===== src/rtl/bm_dag_sched_if.sv =====
// bm_dag_sched_if
//   Bundles the requester, shared-datapath and response signals of
//   bm_dag_sched. The scheduler connects through the slave modport. The
//   environment (requesters plus datapath) connects through the master
//   modport.
//   enable    : issue enable; low blocks new grants only
//   req       : per-requester level request
//   req_a/b   : packed operands, requester i at [i*BITS +: BITS]
//   gnt       : one-hot combinational grant
//   dp_valid  : registered issue strobe to the datapath
//   dp_a/dp_b : registered operands of the granted requester
//   dp_res    : datapath result, LAT cycles after dp_valid
//   rsp_valid : registered one-hot response strobe
//   rsp_data  : registered result, qualified by rsp_valid
//   busy      : any issue in flight
interface bm_dag_sched_if #(
  parameter int unsigned NREQ = 4,
  parameter int unsigned BITS = 2
);
  logic                 enable;
  logic [NREQ-1:0]      req;
  logic [NREQ*BITS-1:0] req_a;
  logic [NREQ*BITS-1:0] req_b;
  logic [NREQ-1:0]      gnt;
  logic                 dp_valid;
  logic [BITS-1:0]      dp_a;
  logic [BITS-1:0]      dp_b;
  logic [BITS-1:0]      dp_res;
  logic [NREQ-1:0]      rsp_valid;
  logic [BITS-1:0]      rsp_data;
  logic                 busy;

  modport master (
    output enable, req, req_a, req_b, dp_res,
    input  gnt, dp_valid, dp_a, dp_b, rsp_valid, rsp_data, busy
  );

  modport slave (
    input  enable, req, req_a, req_b, dp_res,
    output gnt, dp_valid, dp_a, dp_b, rsp_valid, rsp_data, busy
  );
endinterface


===== src/rtl/bm_dag_sched.sv =====
// bm_dag_sched
//   Round-robin issue scheduler in front of a shared fixed-latency datapath.
//   A grant registers the winner's operands onto dp_a/dp_b with dp_valid. A
//   LAT-stage {valid, index} tag pipeline follows each issue. The result is
//   sampled from dp_res when the tag reaches the last stage and is returned
//   one cycle later on rsp_valid/rsp_data. Responses come back in issue
//   order.
//   Ports: clock, reset_n (async, active-low), bus (bm_dag_sched_if.slave).
//   Parameters: NREQ requesters, BITS operand/result width, LAT datapath
//   latency (1..8).
//   Macro BM_DAG_SCHED_PRIO_EN: when defined, req[0] has absolute priority.
//   The other requesters are then arbitrated round-robin among themselves,
//   and index-0 grants leave last_grant unchanged.
module bm_dag_sched #(
  parameter int unsigned NREQ = 4,
  parameter int unsigned BITS = 2,
  parameter int unsigned LAT  = 4
) (
  input logic           clock,
  input logic           reset_n,
  bm_dag_sched_if.slave bus
);
  localparam int unsigned IW = (NREQ > 1) ? $clog2(NREQ) : 1;
  localparam logic [IW-1:0] LAST_RST = IW'(NREQ - 1);

  logic [IW-1:0]          last_q, last_d;
  logic                   dp_valid_q, dp_valid_d;
  logic [BITS-1:0]        dp_a_q, dp_a_d;
  logic [BITS-1:0]        dp_b_q, dp_b_d;
  logic [IW-1:0]          dp_idx_q, dp_idx_d;
  logic [LAT-1:0]         tag_v_q, tag_v_d;
  logic [LAT-1:0][IW-1:0] tag_idx_q, tag_idx_d;
  logic [NREQ-1:0]        rsp_valid_q, rsp_valid_d;
  logic [BITS-1:0]        rsp_data_q, rsp_data_d;

  logic [NREQ-1:0]        gnt_c;
  logic [IW-1:0]          win;
  logic                   win_v;
  logic                   grant;

  // Winner search starting at last_grant+1, wrapping modulo NREQ.
  always_comb begin
    logic [IW-1:0] j;
    win   = '0;
    win_v = 1'b0;
    j     = '0;
`ifdef BM_DAG_SCHED_PRIO_EN
    if (bus.req[0]) begin
      win_v = 1'b1;
    end
`endif
    for (int unsigned k = 1; k <= NREQ; k++) begin
      j = IW'((32'(last_q) + k) % NREQ);
`ifdef BM_DAG_SCHED_PRIO_EN
      if (!win_v && j != '0 && bus.req[j]) begin
`else
      if (!win_v && bus.req[j]) begin
`endif
        win   = j;
        win_v = 1'b1;
      end
    end
    gnt_c = '0;
    // Reset forces the grant low as well as clearing the flops.
    if (win_v && bus.enable && reset_n) begin
      gnt_c[win] = 1'b1;
    end
    grant = |gnt_c;
  end

  always_comb begin
    last_d = last_q;
`ifdef BM_DAG_SCHED_PRIO_EN
    if (grant && win != '0) begin
      last_d = win;
    end
`else
    if (grant) begin
      last_d = win;
    end
`endif

    dp_valid_d = grant;
    dp_a_d     = dp_a_q;
    dp_b_d     = dp_b_q;
    dp_idx_d   = dp_idx_q;
    if (grant) begin
      dp_idx_d = win;
      for (int unsigned i = 0; i < NREQ; i++) begin
        if (gnt_c[i]) begin
          dp_a_d = bus.req_a[i*BITS +: BITS];
          dp_b_d = bus.req_b[i*BITS +: BITS];
        end
      end
    end

    // The tag follows dp_valid by one stage, so it reaches the last stage in
    // the cycle where dp_res is valid for that issue.
    tag_v_d      = '0;
    tag_idx_d    = '0;
    tag_v_d[0]   = dp_valid_q;
    tag_idx_d[0] = dp_idx_q;
    for (int unsigned i = 1; i < LAT; i++) begin
      tag_v_d[i]   = tag_v_q[i-1];
      tag_idx_d[i] = tag_idx_q[i-1];
    end

    rsp_valid_d = '0;
    rsp_data_d  = rsp_data_q;
    if (tag_v_q[LAT-1]) begin
      rsp_valid_d[tag_idx_q[LAT-1]] = 1'b1;
      rsp_data_d                    = bus.dp_res;
    end
  end

  always_ff @(posedge clock or negedge reset_n) begin
    if (!reset_n) begin
      last_q      <= LAST_RST;
      dp_valid_q  <= 1'b0;
      dp_a_q      <= '0;
      dp_b_q      <= '0;
      dp_idx_q    <= '0;
      tag_v_q     <= '0;
      tag_idx_q   <= '0;
      rsp_valid_q <= '0;
      rsp_data_q  <= '0;
    end else begin
      last_q      <= last_d;
      dp_valid_q  <= dp_valid_d;
      dp_a_q      <= dp_a_d;
      dp_b_q      <= dp_b_d;
      dp_idx_q    <= dp_idx_d;
      tag_v_q     <= tag_v_d;
      tag_idx_q   <= tag_idx_d;
      rsp_valid_q <= rsp_valid_d;
      rsp_data_q  <= rsp_data_d;
    end
  end

  assign bus.gnt       = gnt_c;
  assign bus.dp_valid  = dp_valid_q;
  assign bus.dp_a      = dp_a_q;
  assign bus.dp_b      = dp_b_q;
  assign bus.rsp_valid = rsp_valid_q;
  assign bus.rsp_data  = rsp_data_q;
  assign bus.busy      = dp_valid_q | (|tag_v_q);
endmodule


===== src/flat_wrapper.sv =====
// flat-port wrapper written by rule: the top's interface ports become plain ports
module bm_dag_sched_flat 
#(
  parameter int unsigned NREQ = 4,
  parameter int unsigned BITS = 2,
  parameter int unsigned LAT  = 4
)
  (clock, reset_n, bus_enable, bus_req, bus_req_a, bus_req_b, bus_dp_res, bus_gnt, bus_dp_valid, bus_dp_a, bus_dp_b, bus_rsp_valid, bus_rsp_data, bus_busy);
  bm_dag_sched_if #(.NREQ(NREQ), .BITS(BITS)) bus_i ();
  input logic clock;
  input logic reset_n;
  input wire logic [$bits(bus_i.enable)-1:0] bus_enable;
  input wire logic [$bits(bus_i.req)-1:0] bus_req;
  input wire logic [$bits(bus_i.req_a)-1:0] bus_req_a;
  input wire logic [$bits(bus_i.req_b)-1:0] bus_req_b;
  input wire logic [$bits(bus_i.dp_res)-1:0] bus_dp_res;
  output wire logic [$bits(bus_i.gnt)-1:0] bus_gnt;
  output wire logic [$bits(bus_i.dp_valid)-1:0] bus_dp_valid;
  output wire logic [$bits(bus_i.dp_a)-1:0] bus_dp_a;
  output wire logic [$bits(bus_i.dp_b)-1:0] bus_dp_b;
  output wire logic [$bits(bus_i.rsp_valid)-1:0] bus_rsp_valid;
  output wire logic [$bits(bus_i.rsp_data)-1:0] bus_rsp_data;
  output wire logic [$bits(bus_i.busy)-1:0] bus_busy;
  assign bus_i.enable = bus_enable;
  assign bus_i.req = bus_req;
  assign bus_i.req_a = bus_req_a;
  assign bus_i.req_b = bus_req_b;
  assign bus_i.dp_res = bus_dp_res;
  assign bus_gnt = bus_i.gnt;
  assign bus_dp_valid = bus_i.dp_valid;
  assign bus_dp_a = bus_i.dp_a;
  assign bus_dp_b = bus_i.dp_b;
  assign bus_rsp_valid = bus_i.rsp_valid;
  assign bus_rsp_data = bus_i.rsp_data;
  assign bus_busy = bus_i.busy;
  bm_dag_sched #(.NREQ(NREQ), .BITS(BITS), .LAT(LAT)) u_core (.clock(clock), .reset_n(reset_n), .bus(bus_i));
endmodule

===== config.mk =====
export PLATFORM = sky130hd
export DESIGN_NAME = bm_dag_sched_flat
export DESIGN_NICKNAME = d
export VERILOG_FILES = /design/src/rtl/bm_dag_sched_if.sv /design/src/rtl/bm_dag_sched.sv /design/src/flat_wrapper.sv
export SDC_FILE = /design/constraint.sdc
export NUM_CORES = 1
export LEC_CHECK = 0
export CAP_MARGIN = 10
export CORE_UTILIZATION = 40
export DETAILED_ROUTE_END_ITERATION = 10
export HOLD_SLACK_MARGIN = 0.06
export MAX_ROUTING_LAYER = met4
export PLACE_DENSITY = 0.74
export REMOVE_ABC_BUFFERS = 1
export SLEW_MARGIN = 20
export SYNTH_ARGS = -nofsm -noshare
export SYNTH_HDL_FRONTEND = slang
export SYNTH_SLANG_ARGS = --single-unit

===== constraint.sdc =====
create_clock -name clock -period 3.7 [get_ports clock]
set_input_delay 0.555 -clock clock [delete_from_list [all_inputs] [get_ports clock]]
set_output_delay 0.555 -clock clock [all_outputs]
set_load 0.05 [all_outputs]

# After elaboration in Yosys (flattened, before gate mapping)
# Cells that the tools add are included.
[totals]
register_bits = 27
latchBits = 0
mem_bits_rw = 0
romBits = 0
inputBits = 25
output_inout_bits = 16
elab_cells = 69
mem_count = 0
[classes]
n_addsub = 4
mul = 0
n_div = 0
order_cmp = 8
n_eq_ne = 0
shift = 0
muxes = 30
bitwise_logic = 1
reduce_logical = 14
[ops]
columns = ["op", "count"]
rows = [
  ["$mux 2", 12],
  ["$lt 2x3->1 const B", 6],
  ["$mux 1", 10],
  ["$bmux 1 s2", 4],
  ["$mux 4", 2],
  ["$reduce_or 4->1", 2],
  ["$logic_and 1x1->1", 7],
  ["$add 2x1->2 const B", 2],
  ["$add 2x2->2 const B", 2],
  ["$demux 1 s2", 2],
  ["$ge 2x1->1 const B", 2],
  ["$reduce_bool 4->1", 1],
  ["$logic_not 1->1", 3],
  ["$reduce_and 2->1", 1],
  ["$or 1x1->1", 1],
]

# Depth between registers and ports, before layout
[depth]
word_depth = 22
mapped_depth = 6

# Worst setup path after synthesis
# No wires, ideal clock.
[synth_timing]
path_kind = "register -> output"
from = "reg u_core.last_q[1]"
to = "out bus_gnt[1]"
t_arrival_ps = 1788
slack_ps = 1357
path_stages_with_launch = 6
cell_sequence = "dfstp_2 > nand2b_1 > a31oi_2 > buf_6 > nand2b_1 > nor2b_1"
[synth_via]
elab_chain_len = 18
[synth_rtl]
columns = ["element", "line_no", "text"]
rows = [
  ["from (decl)", "bm_dag_sched.sv:26", "logic [IW-1:0] last_q, last_d;"],
  ["from (signal assigned)", "bm_dag_sched.sv:128", "last_q <= last_d;"],
  ["$add 2x1->2", "bm_dag_sched.sv:53", "j = IW'((32'(last_q) + k) % NREQ);"],
  ["$bmux 1 s2", "bm_dag_sched.sv:57", "if (!win_v && bus.req[j]) begin"],
  ["$mux 1 (not written as such)", "bm_dag_sched.sv:57", ""],
  ["$mux 1", "bm_dag_sched.sv:57", ""],
  ["$logic_not 1->1", "bm_dag_sched.sv:57", ""],
  ["$logic_and 1x1->1", "bm_dag_sched.sv:57", ""],
  ["$mux 1", "bm_dag_sched.sv:57", ""],
  ["$logic_not 1->1", "bm_dag_sched.sv:57", ""],
  ["(+2 left out)", "-", ""],
  ["$logic_not 1->1", "bm_dag_sched.sv:57", ""],
  ["$logic_and 1x1->1", "bm_dag_sched.sv:57", ""],
  ["$mux 2", "bm_dag_sched.sv:57", ""],
  ["$lt 2x3->1 (not written as such) or $ge 2x1->1 (tied branches)", "bm_dag_sched.sv:66", "gnt_c[win] = 1'b1;"],
  ["$logic_and 1x1->1 (not written as such)", "bm_dag_sched.sv:66", ""],
  ["$mux 1 (not written as such)", "bm_dag_sched.sv:66", ""],
  ["$demux 1 s2", "-", ""],
  ["$mux 4 *", "bm_dag_sched.sv:65", "if (win_v && bus.enable && reset_n) begin"],
  ["to (decl)", "flat_wrapper.sv:17", "output wire logic [$bits(bus_i.gnt)-1:0] bus_gnt;"],
]
# Every way passes the cells marked *; elsewhere a longest branch is shown, timed or not. The select of a mux whose other input is x is not followed.

# Final worst setup path
[layout_timing]
from = "in bus_req[3]"
to = "out bus_gnt[2]"
[layout_via]
elab_chain_len = 17
[layout_rtl]
columns = ["element", "line_no", "text"]
rows = [
  ["from (decl)", "flat_wrapper.sv:13", "input wire logic [$bits(bus_i.req)-1:0] bus_req;"],
  ["$bmux 1 s2", "bm_dag_sched.sv:57", ""],
  ["$mux 1 (not written as such)", "bm_dag_sched.sv:57", ""],
  ["$mux 1", "bm_dag_sched.sv:57", ""],
  ["$logic_not 1->1", "bm_dag_sched.sv:57", ""],
  ["$logic_and 1x1->1", "bm_dag_sched.sv:57", ""],
  ["$mux 1", "bm_dag_sched.sv:57", ""],
  ["$logic_not 1->1", "bm_dag_sched.sv:57", ""],
  ["$logic_and 1x1->1", "bm_dag_sched.sv:57", ""],
  ["$mux 1", "bm_dag_sched.sv:57", ""],
  ["$logic_not 1->1", "bm_dag_sched.sv:57", ""],
  ["$logic_and 1x1->1", "bm_dag_sched.sv:57", ""],
  ["$mux 2", "bm_dag_sched.sv:57", ""],
  ["$lt 2x3->1 (not written as such) or $ge 2x1->1 (tied branches)", "bm_dag_sched.sv:66", ""],
  ["$logic_and 1x1->1 (not written as such)", "bm_dag_sched.sv:66", ""],
  ["$mux 1 (not written as such)", "bm_dag_sched.sv:66", ""],
  ["$demux 1 s2", "-", ""],
  ["$mux 4 *", "bm_dag_sched.sv:65", ""],
]
# Marked as above.

==> summary.txt <==
GRT Total Usage: 17.2%
crit-path max FO: 11
post-synth top area share: 58.8%
Routed WL per cell: 13.3 um
Reg area: 678 um^2
Avg Vias per Cell: 5.12
Nets: 153
first-pass GRT wire length: 3460 um
vias: 804
Overall Power: 755 uW
Antenna diodes: 0
# DRC: 0
HP Class: register to register
I/O Buffers: 40
H-tree levels: 1
RSZ-0062 raised after global routing: false
# Post-CTS Setup Buffers: 0
minimum clock period: 2950 ps
area leader, netlist: dfrtp_1
Max Cap Viol: 0
Total Wirelength: 2080 um
sequential area share after synthesis: 63.8%
max-slew violation count: 0
clk root buf: clkbuf_4
Main synth FF type: dfrtp_1
Clock Tree Buf Depth: 2
die area: 2870 um^2
post-detail-place hpwl: 1610 um
core area: 2500 um^2
gp weighted congestion: 0.734
Num CTS Buffers: 3
CTS hold repair buffers: 0
row cnt: 18
largest net degree at the start of global routing: 28
outcome: finished, final reports clean
area grow syn2layout: 47.1%
Startpoint Class: input pin
clock sinks: 27
final setup fails: 0
VDD IR max: 0.319 mV
Setup Skew: 2.16 ps
gr ovfl total: 0
Yosys cell types: 25
Syn Inst Count: 83
Tcrit/Tclk final: 79.7%
Critical Path RT: 3140 ps
final hold vios: 0
Critical Path End: bus_gnt[2]
RR Endpoint: u_core.bus.dp_a[0]$_DFFE_PN0P_
Max-slew headroom: 54.1%
P_leak: 0.000694 uW
CTS tree: done
placed insts: 153
Fmax: 339 MHz
setup_tns: 0 ps
Commonest cells post-synth: dfrtp_1 (25), nand2_1 (12), mux2i_1 (8), nor2_1 (6), nand2b_1 (4)
reg2reg setup slack: 1650 ps
Yosys reg bits: 27
count leader, synth: dfrtp_1
Crit. End Element: output pin
critical path class: input pin to output pin
DR pass1 iterations: 4
layout cells sized above 1: 14.2%
yosys warns: 0
Antenna Nets Post-Route: 0
I/O pin cnt: 41
die width: 53.6 um
Multi-input gate area: 370 um^2
worst skew pair latency: 300 ps
DRT iter0 DRCs: 18
PostCTS Resize Cnt: 0
non-filler cells, final: 157
initial antenna violation count: 0
P per Cell Area: 482 nW/um^2
clock-pin slew on the worst setup and hold paths: 130 ps
top cells by area, synth: dfrtp_1 (59%), mux2i_1 (7.5%), dfstp_2 (4.9%)
FFs w/ async S/R, synth: 100%
average size of a mapped cell: 12.8 um^2
Worst EP arrival: 2390 ps
initial core utilization: 42.5%
launching point of the worst reg2reg path: u_core.last_q[1]$_DFFE_PN1P_
DIE HEIGHT: 53.6 um
reg2reg path depth: 4
Worst Setup SP: bus_req[3]
Synth Cell Area: 1060 um^2
vias in the first global route: 802
worst slew pin tran: 687 ps
Post-synth EDFFs: 0
fillcell total: 185
how the worst min path moves through the flow:
stage,start,end,slack (ps),depth (start not counted)
floorplan,reset_n,u_core.bus.dp_a[0]$_DFFE_PN0P_,260,0
global placement,u_core.tag_idx_d[6]$_DFF_PN0_,u_core.tag_idx_q[6]$_DFF_PN0_,330,0
detailed placement,u_core.tag_idx_d[2]$_DFF_PN0_,u_core.tag_idx_d[4]$_DFF_PN0_,340,0
CTS,u_core.tag_idx_d[2]$_DFF_PN0_,u_core.tag_idx_d[4]$_DFF_PN0_,370,0
global route,u_core.tag_idx_d[2]$_DFF_PN0_,u_core.tag_idx_d[4]$_DFF_PN0_,380,0
finish,u_core.tag_idx_d[2]$_DFF_PN0_,u_core.tag_idx_d[4]$_DFF_PN0_,360,0
layer usage:
layer	wire (um)	vias to the layer above	track usage [%]
met2	1040	38	30.2
met4	0	0	2.63
met1	900	390	20.7
li1	-	376	-
met5	0	-	-
met3	136	0	3.67
kinds of logic after synthesis:
| family | count (synthesis) | share of synthesized area, % |
|---|---|---|
| mux | 11 | 10.7 |
| simple gates | 32 | 14.9 |
| flops | 27 | 63.8 |
| buf+inv | 2 | 1.41 |
| compound gates | 11 | 9.18 |
registers in the layout, summed over array words and instances, names as in the netlist:
signal	count
u_core.tag_idx_d	6
u_core.bus.rsp_valid	4
u_core.tag_v_q	4
u_core.bus.dp_a	2
u_core.bus.dp_b	2
u_core.bus.rsp_data	2
u_core.dp_idx_q	2
u_core.last_q	2
u_core.tag_idx_q	2
u_core.bus.dp_valid	1
critical path, cell delays in order:
cell             delay, ps
clkdlybuf4s50_1        520
nand3b_1               110
a31oi_2                600
nand2_1                200
nor2_1                 240
buf_12                 170
layout make-up:
class / count / share of cell area [%]
Clock buffer: 4 / 1.68
Inverter: 1 / 0.240
Multi-Input combinational cell: 54 / 23.7
Sequential cell: 27 / 43.4
Tap cell: 30 / 2.40
Timing Repair Buffer: 41 / 28.6
through the flow:
stage	cell area (um^2)	utilization [%]	setup WS, ps	hold slack (ps)
2_1_floorplan	1050	-	1150	259
3_3_place_gp	1540	61.5	819	335
3_5_place_dp	1540	61.5	761	337
4_1_cts	1560	62.6	741	367
5_1_grt	1560	62.6	615	383
6_report	1560	62.6	750	365
layout by cell type (no fill, tap or decap):
cell             netlist  final
clkdlybuf4s50_1        0     36
dfrtp_1               25     25
nand2_1               12     12
mux2i_1                8      8
nor2_1                 6      6
nand2b_1               4      4
buf_12                 0      4
mux2_2                 3      3
o221ai_1               3      3
clkbuf_4               0      3
nand3_1                2      2
and3_1                 2      2
o21a_1                 2      2
dfstp_2                2      2
nor3b_1                1      1
a21boi_1               1      1
o22a_1                 1      1
o21ai_2                1      1
a21o_1                 1      1
nand3b_1               1      1
a31oi_2                1      1
inv_2                  1      1
nor2b_1                1      1
nor3_1                 1      1
nand2b_2               1      1
o221a_2                1      1
and3b_1                1      1
clkbuf_1               0      1
buf_4                  0      1
where the power goes:
part / internal, uW / switching, uW
Combinational: 113 / 146
Sequential: 348 / 31.0
Clock: 42.0 / 73.8
(Power assumes the default switching activity.)
